### src/rtl/bounded_sampler_pkg.sv
// bounded_sampler_pkg
//   Shared types and helpers for the bounded sampler array.
//   - state_t     : per-channel FSM encoding (IDLE, COUNT, DONE).
//   - MAX_W       : widest bound the clamp helper can handle.
//   - clamp_bound : maps a zero bound to 1 so a channel always has n >= 1.
package bounded_sampler_pkg;

  typedef enum logic [1:0] {
    IDLE  = 2'd0,
    COUNT = 2'd1,
    DONE  = 2'd2
  } state_t;

  localparam int MAX_W = 64;

  // A bound of zero would leave no legal x < n, so it is promoted to one.
  function automatic logic [MAX_W-1:0] clamp_bound(input logic [MAX_W-1:0] value);
    logic [MAX_W-1:0] res;
    if (value == {MAX_W{1'b0}}) begin
      res = {{(MAX_W-1){1'b0}}, 1'b1};
    end else begin
      res = value;
    end
    return res;
  endfunction

endpackage

### src/rtl/bounded_sampler_ch.sv
// bounded_sampler_ch
//   One channel: bounded up-counter x, loadable bound n, sample register m,
//   saturating wrap counter and IDLE/COUNT/DONE state machine.
//   Ports:
//     clk, rst_n      clock, async active-low reset
//     load_en_i       load bound (clears x, m, wrap count; returns to IDLE)
//     load_bound_i    bound value to load (0 is treated as 1)
//     run_i           count enable
//     sel_i           sample enable (m captures pre-increment x)
//     wrap_i          0 = hold at n, 1 = restart from 0 when run
//     x_o, n_o, m_o   counter, bound, sample
//     wrap_cnt_o      saturating count of restarts
//     done_o          registered (state == DONE)
module bounded_sampler_ch
  import bounded_sampler_pkg::*;
#(
  parameter int WIDTH       = 19,
  parameter int RESET_BOUND = 200,
  parameter int WRAP_W      = 8
) (
  input  logic              clk,
  input  logic              rst_n,
  input  logic              load_en_i,
  input  logic [WIDTH-1:0]  load_bound_i,
  input  logic              run_i,
  input  logic              sel_i,
  input  logic              wrap_i,
  output logic [WIDTH-1:0]  x_o,
  output logic [WIDTH-1:0]  n_o,
  output logic [WIDTH-1:0]  m_o,
  output logic [WRAP_W-1:0] wrap_cnt_o,
  output logic              done_o
);

  state_t              state_q, state_d;
  logic [WIDTH-1:0]    x_q, x_d;
  logic [WIDTH-1:0]    n_q, n_d;
  logic [WIDTH-1:0]    m_q, m_d;
  logic [WRAP_W-1:0]   wc_q, wc_d;
  logic                done_q;
  logic [WIDTH-1:0]    x_inc;

  // Next-state logic: load has priority over everything else in the channel.
  always_comb begin
    state_d = state_q;
    x_d     = x_q;
    n_d     = n_q;
    m_d     = m_q;
    wc_d    = wc_q;
    // Cannot overflow: increments only happen while x < n.
    x_inc   = x_q + {{(WIDTH-1){1'b0}}, 1'b1};
    if (load_en_i) begin
      n_d     = WIDTH'(clamp_bound(MAX_W'(load_bound_i)));
      x_d     = {WIDTH{1'b0}};
      m_d     = {WIDTH{1'b0}};
      wc_d    = {WRAP_W{1'b0}};
      state_d = IDLE;
    end else begin
      case (state_q)
        IDLE: begin
          // Entering COUNT costs one cycle; the first increment follows it.
          if (run_i) begin
            state_d = COUNT;
          end else begin
            state_d = IDLE;
          end
        end
        COUNT: begin
          if (run_i && (x_q < n_q)) begin
            x_d = x_inc;
            if (sel_i) begin
              m_d = x_q;
            end else begin
              m_d = m_q;
            end
            if (x_inc == n_q) begin
              state_d = DONE;
            end else begin
              state_d = COUNT;
            end
          end else begin
            state_d = COUNT;
          end
        end
        DONE: begin
          if (wrap_i && run_i) begin
            x_d     = {WIDTH{1'b0}};
            state_d = COUNT;
            if (wc_q != {WRAP_W{1'b1}}) begin
              wc_d = wc_q + {{(WRAP_W-1){1'b0}}, 1'b1};
            end else begin
              wc_d = wc_q;
            end
          end else begin
            state_d = DONE;
          end
        end
        default: begin
          state_d = IDLE;
        end
      endcase
    end
  end

  // Channel state registers; done is registered from the next state.
  always_ff @(posedge clk or negedge rst_n) begin
    if (!rst_n) begin
      state_q <= IDLE;
      x_q     <= {WIDTH{1'b0}};
      n_q     <= WIDTH'(RESET_BOUND);
      m_q     <= {WIDTH{1'b0}};
      wc_q    <= {WRAP_W{1'b0}};
      done_q  <= 1'b0;
    end else begin
      state_q <= state_d;
      x_q     <= x_d;
      n_q     <= n_d;
      m_q     <= m_d;
      wc_q    <= wc_d;
      done_q  <= (state_d == DONE);
    end
  end

  assign x_o        = x_q;
  assign n_o        = n_q;
  assign m_o        = m_q;
  assign wrap_cnt_o = wc_q;
  assign done_o     = done_q;

endmodule

### src/rtl/bounded_sampler_array.sv
// bounded_sampler_array
//   NUM_CH independent bounded sampler channels with packed outputs.
//   Ports:
//     clk, rst_n            clock, async active-low reset
//     load_en[NUM_CH]       per-channel bound load strobe
//     load_bound[WIDTH]     bound shared by all channels
//     run[NUM_CH]           per-channel count enable
//     sel[NUM_CH]           per-channel sample enable
//     wrap                  global mode: 0 = hold at n, 1 = restart from 0
//     x_o, n_o, m_o         packed counters / bounds / samples
//     wrap_cnt_o            packed wrap counters
//     done_o[NUM_CH]        per-channel done flag
module bounded_sampler_array
  import bounded_sampler_pkg::*;
#(
  parameter int WIDTH       = 19,
  parameter int NUM_CH      = 4,
  parameter int RESET_BOUND = 200,
  parameter int WRAP_W      = 8
) (
  input  logic                     clk,
  input  logic                     rst_n,
  input  logic [NUM_CH-1:0]        load_en,
  input  logic [WIDTH-1:0]         load_bound,
  input  logic [NUM_CH-1:0]        run,
  input  logic [NUM_CH-1:0]        sel,
  input  logic                     wrap,
  output logic [NUM_CH*WIDTH-1:0]  x_o,
  output logic [NUM_CH*WIDTH-1:0]  n_o,
  output logic [NUM_CH*WIDTH-1:0]  m_o,
  output logic [NUM_CH*WRAP_W-1:0] wrap_cnt_o,
  output logic [NUM_CH-1:0]        done_o
);

  for (genvar g = 0; g < NUM_CH; g++) begin : g_ch
    bounded_sampler_ch #(
      .WIDTH       (WIDTH),
      .RESET_BOUND (RESET_BOUND),
      .WRAP_W      (WRAP_W)
    ) u_ch (
      .clk          (clk),
      .rst_n        (rst_n),
      .load_en_i    (load_en[g]),
      .load_bound_i (load_bound),
      .run_i        (run[g]),
      .sel_i        (sel[g]),
      .wrap_i       (wrap),
      .x_o          (x_o[g*WIDTH +: WIDTH]),
      .n_o          (n_o[g*WIDTH +: WIDTH]),
      .m_o          (m_o[g*WIDTH +: WIDTH]),
      .wrap_cnt_o   (wrap_cnt_o[g*WRAP_W +: WRAP_W]),
      .done_o       (done_o[g])
    );
  end

endmodule
### config.mk
export PLATFORM = sky130hd
export DESIGN_NAME = bounded_sampler_array
export DESIGN_NICKNAME = d
export VERILOG_FILES = /design/src/rtl/bounded_sampler_pkg.sv /design/src/rtl/bounded_sampler_ch.sv /design/src/rtl/bounded_sampler_array.sv
export SDC_FILE = /design/constraint.sdc
export NUM_CORES = 1
export LEC_CHECK = 0
export ABC_AREA = 0
export BUFFER_PORTS_ARGS = -buffer_cell sky130_fd_sc_hd__buf_2
export CAP_MARGIN = 40
export CORE_ASPECT_RATIO = 0.8
export CORE_MARGIN = 3
export CORE_UTILIZATION = 55
export CTS_CLUSTER_SIZE = 24
export DETAILED_ROUTE_END_ITERATION = 16
export PLACE_DENSITY = 0.79
export SYNTH_ARGS = -nofsm -noshare
export SYNTH_HDL_FRONTEND = slang
export SYNTH_SLANG_ARGS = --single-unit
### constraint.sdc
create_clock -name clk -period 8.8 [get_ports clk]
set_input_delay 0.88 -clock clk [delete_from_list [all_inputs] [get_ports clk]]
set_output_delay 0.88 -clock clk [all_outputs]
set_load 0.03 [all_outputs]
======== Word level (Yosys, flattened, before mapping) ========
Cells that the tools add are included.
storage, ports and cells
  word-level logic and storage cells ...... 190
  bits of input ports ..................... 34
  register bits after elaboration ......... 272
  output and inout port bits .............. 264
cells by class
  equality and inequality tests ........... 28
  mux-type cells .......................... 73
  $lt $le $gt $ge ......................... 4
  add/subtract/negate cells ............... 8
  reduce and logical (&&, ||, !) cells .... 53
operator list
  cell                                           count
  2-to-1 mux 19 bit                              29
  one-hot mux 19 bit (2 select lines)            4
  2-to-1 mux 8 bit                               16
  adder 19 x 1 -> 19 bit, second input constant  4
  == test 19 bit                                 4
  less-than comparator 19 bit                    4
  nonzero test 2 bit                             24
  AND reduction 3 bit                            12
  adder 8 x 1 -> 8 bit, second input constant    4
  2-to-1 mux 2 bit                               16
  != test 8 bit, second input constant           4
  != test 3 x 2 -> 1 bit, second input constant  8
  one-hot mux 2 bit (3 select lines)             4
  zero test 19 bit                               1
  == test 2 bit, second input constant           8
  nonzero test 3 bit                             4
  == test 2 x 1 -> 1 bit, second input constant  4
  logical AND 1 bit                              8
  zero test 2 bit                                4
  2-to-1 mux 1 bit                               4

======== Logic depth before layout (Yosys ltp) ========
  word-level depth ........................ 7
  gate-level depth with buffers ........... 13
  gate-level depth less buffers ........... 10

======== Hierarchy ========
A second synthesis with hierarchy kept.
unflattened totals
  cell total of the unflattened synthesis .. 1764
  area, all modules ....................... 16580.9 um2
by module, submodules not included
  module              instances  cells each  area each (um2)  sequential area each (um2)
  bounded_sampler_ch  4          441         4145.2           1705.4

======== Worst setup path after synthesis ========
No wires, ideal clock.
  path type ............................... register -> register
  from .................................... reg g_ch[2].u_ch.x_q[1]
  to ...................................... reg g_ch[2].u_ch.done_q
  required time ........................... 8.717 ns
  library setup time ...................... 0.083 ns
  buffers on the path ..................... 1
  period minus slack after synthesis ...... 3.147 ns
  path slack .............................. 5.653 ns
  cell stages (with the launch flop) ...... 11
  data arrival time ....................... 3.064 ns
  cells stage by stage .................... dfrtp_1 > ha_1 > and3_1 > clkbuf_1 > nand3_1 > xnor2_1 > a2111oi_0 > nand4b_1 > or4_1 > or4_1 > o22ai_1
on the way
  cells in the longest elaborated chain, start to end .. 7
  elaborated cells on any way between the ends .. 9
  classes of those cells .................. add/sub (1); order compare (1); eq/ne (2); mux (4); reduce/logical (1)
ends and longest elaborated chain
  item                                  RTL line                   RTL
  from (decl)                           bounded_sampler_ch.sv:36   logic [WIDTH-1:0] x_q, x_d;
  from (signal assigned)                bounded_sampler_ch.sv:109  x_q <= {WIDTH{1'b0}};
  adder 19 x 1 -> 19 bit                bounded_sampler_ch.sv:51   x_inc = x_q + {{(WIDTH-1){1'b0}}, 1'b1};
  == test 19 bit                        bounded_sampler_ch.sv:76   if (x_inc == n_q) begin
  2-to-1 mux 2 bit                      bounded_sampler_ch.sv:76
  2-to-1 mux 2 bit *                    bounded_sampler_ch.sv:69   if (run_i && (x_q < n_q)) begin
  one-hot mux 2 bit (3 select lines) *  bounded_sampler_ch.sv:59   case (state_q)
  2-to-1 mux 2 bit *                    bounded_sampler_ch.sv:52   if (load_en_i) begin
  == test 2 bit *                       bounded_sampler_ch.sv:120  done_q <= (state_d == DONE);
  to (signal assigned)                  bounded_sampler_ch.sv:120
  to (decl)                             bounded_sampler_ch.sv:40   logic done_q;
Mark *: on every way between the ends. The rest lies on a longest branch, timed or not.
A chain may end at the register's enable or synchronous reset.

======== Worst setup path after layout ========
  from .................................... reg g_ch[2].u_ch.x_q[4]
  to ...................................... reg g_ch[2].u_ch.x_q[13]
on the way
  cells in the longest elaborated chain, start to end .. 4
  elaborated cells on any way between the ends .. 8
  classes of those cells .................. add/sub (1); order compare (1); eq/ne (1); mux (3); reduce/logical (2)
ends and longest elaborated chain
  item                                                                                  RTL line
  adder 19 x 1 -> 19 bit / less-than comparator 19 bit (equally long branches)          bounded_sampler_ch.sv:51, bounded_sampler_ch.sv:69
  2-to-1 mux 19 bit / logical AND 1 bit (equally long branches)                         bounded_sampler_ch.sv:69
  one-hot mux 19 bit (2 select lines) / != test 3 x 2 -> 1 bit (equally long branches)  -
  2-to-1 mux 19 bit / AND reduction 3 bit (equally long branches)                       -
Several ways; a longest one is shown, not always the timed one. The select of a mux whose other input is x is not followed.

==> summary.md <==
| Metric | Value |
|---|---|
| First-pass GRT wire length | `74,300 µm` |
| DP Wirelength | `between 30,000 and 40,000 µm` |
| I/O pin count | `a little under 300` |
| Starting Density | `0.569` |
| Number of flops mapped to enable cells by yosys | `0` |
| Sink Count | `~270` |
| Core outline area | `between 20,000 and 30,000 µm²` |
| FFs w/ async S/R, synth | `1.00` |
| Via count of the first global-routing pass | `around 14,000` |
| Setup bufs post-CTS | `0` |
| Count leader, synth | `dfrtp_1` |
| Die ar. | `30,900 µm²` |
| Ys flop type | `dfrtp_1` |
| GRT Total Usage | `0.295` |
| Number of vias per cell | `6.00` |
| Placer Congestion | `0.920` |
| Initial drt markers | `around 1,200` |
| RSZ-0062 raised after global routing | `no` |
| Vias | `14,296` |
| CTS tree | `built` |
| Top-area cell type share of the netlist area | `0.411` |
| Vert. Die Dim | `around 160 µm` |
| Hold Violations, Final | `0` |
| Final cycle utilization of the critical path | `0.432` |
| First-pass iteration count of the detailed router | `5` |
| Slowest cell on crit path | `o311ai_0` |
| Placed Instances | `~2,300` |
| Post-CTS resize count | `0` |
| Setup violators final | `0` |
| Max Cap Viol | `0` |
| Synthesis-to-finish area growth | `16.8%` |
| FF+latch area | `6820 µm²` |
| Layout Skew | `between 10 and 15 ps` |
| Max stage delay on crit path | `670 ps` |
| Fin crit period | `3800 ps` |
| Clock Latency Late Sink | `about 560 ps` |
| Max-slew headroom | `0.310` |
| Post-route ant nets | `0` |
| CTS Root Buffer Type | `clkbuf_16` |
| Placement Setup Slack | `between 5000 and 6000 ps` |
| Cts hold-fix bufs | `0` |
| Peak VDD IR | `roughly 160 µV` |
| Cell Pwr Density | `165 nW/µm²` |
| Post-synth top cells | `dfrtp_1 (260), nand2_1 (179), o21ai_0 (170)` |
| Fin cells | `2,384` |
| Buffer depth of the longest clock path | `3` |
| Final worst slack | `around 5000 ps` |
| Slew Viols, Final | `0` |
| Drt drc | `0` |
| Final instance area | `18,500 µm²` |
| Hold_ws | `approximately 360 ps` |
| IO buf count | `297` |
| Fin util | `0.665` |
| Cell variety after synth | `63` |
| Crit path cell chain | `ha_1, a211oi_1, nor2_1, o311ai_0, a21boi_0, o2111ai_1, a311oi_2, buf_4, or2_2, o41ai_1` |
| CP required | `9240 ps` |
| Detailed-route wire length | `about 46,000 µm` |
| Critical Path Start Type | `flip-flop` |
| Synth area leaders | `dfrtp_1 (41%), ha_1 (6.6%), o21ai_0 (5.4%), nand2_1 (4.2%), xnor2_1 (4.0%)` |
| Placed cell area | `between 15,000 and 20,000 µm²` |
| Crit-path max FO | `21` |
| Clock-pin slew on the worst setup and hold paths | `60 ps` |
| Seq/Total Area, Yosys | `0.431` |
| Multi-input logic area | `just over 8000 µm²` |
| Total grt overflow | `0` |
| CP delay by family, top | `compound AO/OA/AOI/OAI gates` |
| Setup TNS | `0 ps` |
| Synth Warn # | `0` |
| WS Path Type | `flip-flop to flip-flop` |
| Post-Syn Nets | `1,887` |
| Filler cell count | `~2,300` |
| Nets | `2,116` |
| Initial antenna violation count | `0` |
| Chip width | `about 200 µm` |
| Overall power | `3.05 mW` |
| Actual slew at the worst max-slew pin | `1040 ps` |
| Buffers & Inverters on Critical Path | `1` |
| Ratio of cells with drive above 1 in the final layout | `0.191` |
| Syn Area/Cell | `8.96 µm²` |
| Seq cells post-synth | `between 200 and 300` |
| CTS buffer count | `29` |
| Average wire per standard cell | `approximately 20 µm` |
| WP data arrival | `4240 ps` |
| Leak Pwr | `approximately 9.3 nW` |
| Fmax | `0.263 GHz` |
| CP Capture Type | `flip-flop` |
| H-tree Lvls | `1` |
| Mapped Area | `15,800 µm²` |
| Gate Count Post-Synth | `around 1,800` |
| Ant diodes | `0` |
| Largest net degree at the start of global routing | `149` |
| Status | `complete, no violations` |
| Min-delay worst type | `primary input to asynchronous set/reset pin` |
| Num rows | `54` |
| Cell type with the largest total area after synthesis | `dfrtp_1` |
==> layout by cell type, fill, tap and decap left out, types with 33 or more instances in the layout <==
| cell | synthesis | routed |
|---|---|---|
| nand2_1 | 179 | 179 |
| xnor2_1 | 72 | 72 |
| o21ai_0 | 170 | 170 |
| a21oi_1 | 83 | 83 |
| dfrtp_1 | 260 | 260 |
| nand4_1 | 38 | 38 |
| xor2_1 | 48 | 48 |
| inv_1 | 88 | 88 |
| o31ai_1 | 33 | 33 |
| nand3_1 | 74 | 74 |
| mux2i_1 | 62 | 62 |
| ha_1 | 84 | 84 |
| nor2_1 | 156 | 156 |
| buf_2 | 7 | 297 |
==> metal layers <==
layer / GRT usage / up-vias / share of wire
li1: - / 6684 / -
met1: 0.418 / 6850 / 0.43
met2: 0.450 / 660 / 0.44
met3: 0.0651 / 102 / 0.093
met4: 0.105 / 0 / 0.038
met5: 0 / - / 0
==> where the power goes <==
| group | switching (mW) | internal (mW) |
|---|---|---|
| Sequential | 0.0505 | 1.29 |
| Combinational | 0.287 | 0.125 |
| Clock | 0.514 | 0.781 |
| Total | 0.851 | 2.20 |
==> final timing paths <==
kind,start,to,slack [ps],depth (start not counted)
min in group clk,g_ch[2].u_ch.state_q[0],g_ch[2].u_ch.state_q[0],480,1
hold reg to reg,g_ch[2].u_ch.state_q[0],g_ch[2].u_ch.state_q[0],480,1
max in group asynchronous,rst_n,g_ch[3].u_ch.n_o[18],7030,2
setup reg to reg,g_ch[2].u_ch.x_o[4],g_ch[2].u_ch.x_o[13],5000,10
setup / recovery,g_ch[2].u_ch.x_o[4],g_ch[2].u_ch.x_o[13],5000,10
hold / removal,rst_n,g_ch[3].u_ch.wrap_cnt_o[4],360,1
==> flip-flops by register name, summed over array words and instances (netlist names) <==
signal,cells
g_ch.u_ch.n_o,76
g_ch.u_ch.x_o,76
g_ch.u_ch.wrap_cnt_o,32
g_ch.u_ch.done_o,4
g_ch.u_ch.state_q,8
g_ch.u_ch.m_o,76
==> cell families after synthesis <==
kind of cell | Yosys count | synth area share
compound gates | 410 | 0.156
xor+xnor | 120 | 0.0663
fa+ha+maj | 84 | 0.0663
buf+inv | 202 | 0.0495
flops | 272 | 0.431
mux | 65 | 0.0413
simple gates | 616 | 0.190
==> area by class of cell <==
class,count,share of cell area
Multi-Input combinational cell,1295,0.446
Sequential cell,272,0.369
Timing Repair Buffer,312,0.0891
Clock buffer,44,0.0460
Tap cell,364,0.0246
Inverter,88,0.0178
Clock inverter,9,0.00804
(Power assumes the default switching activity.)
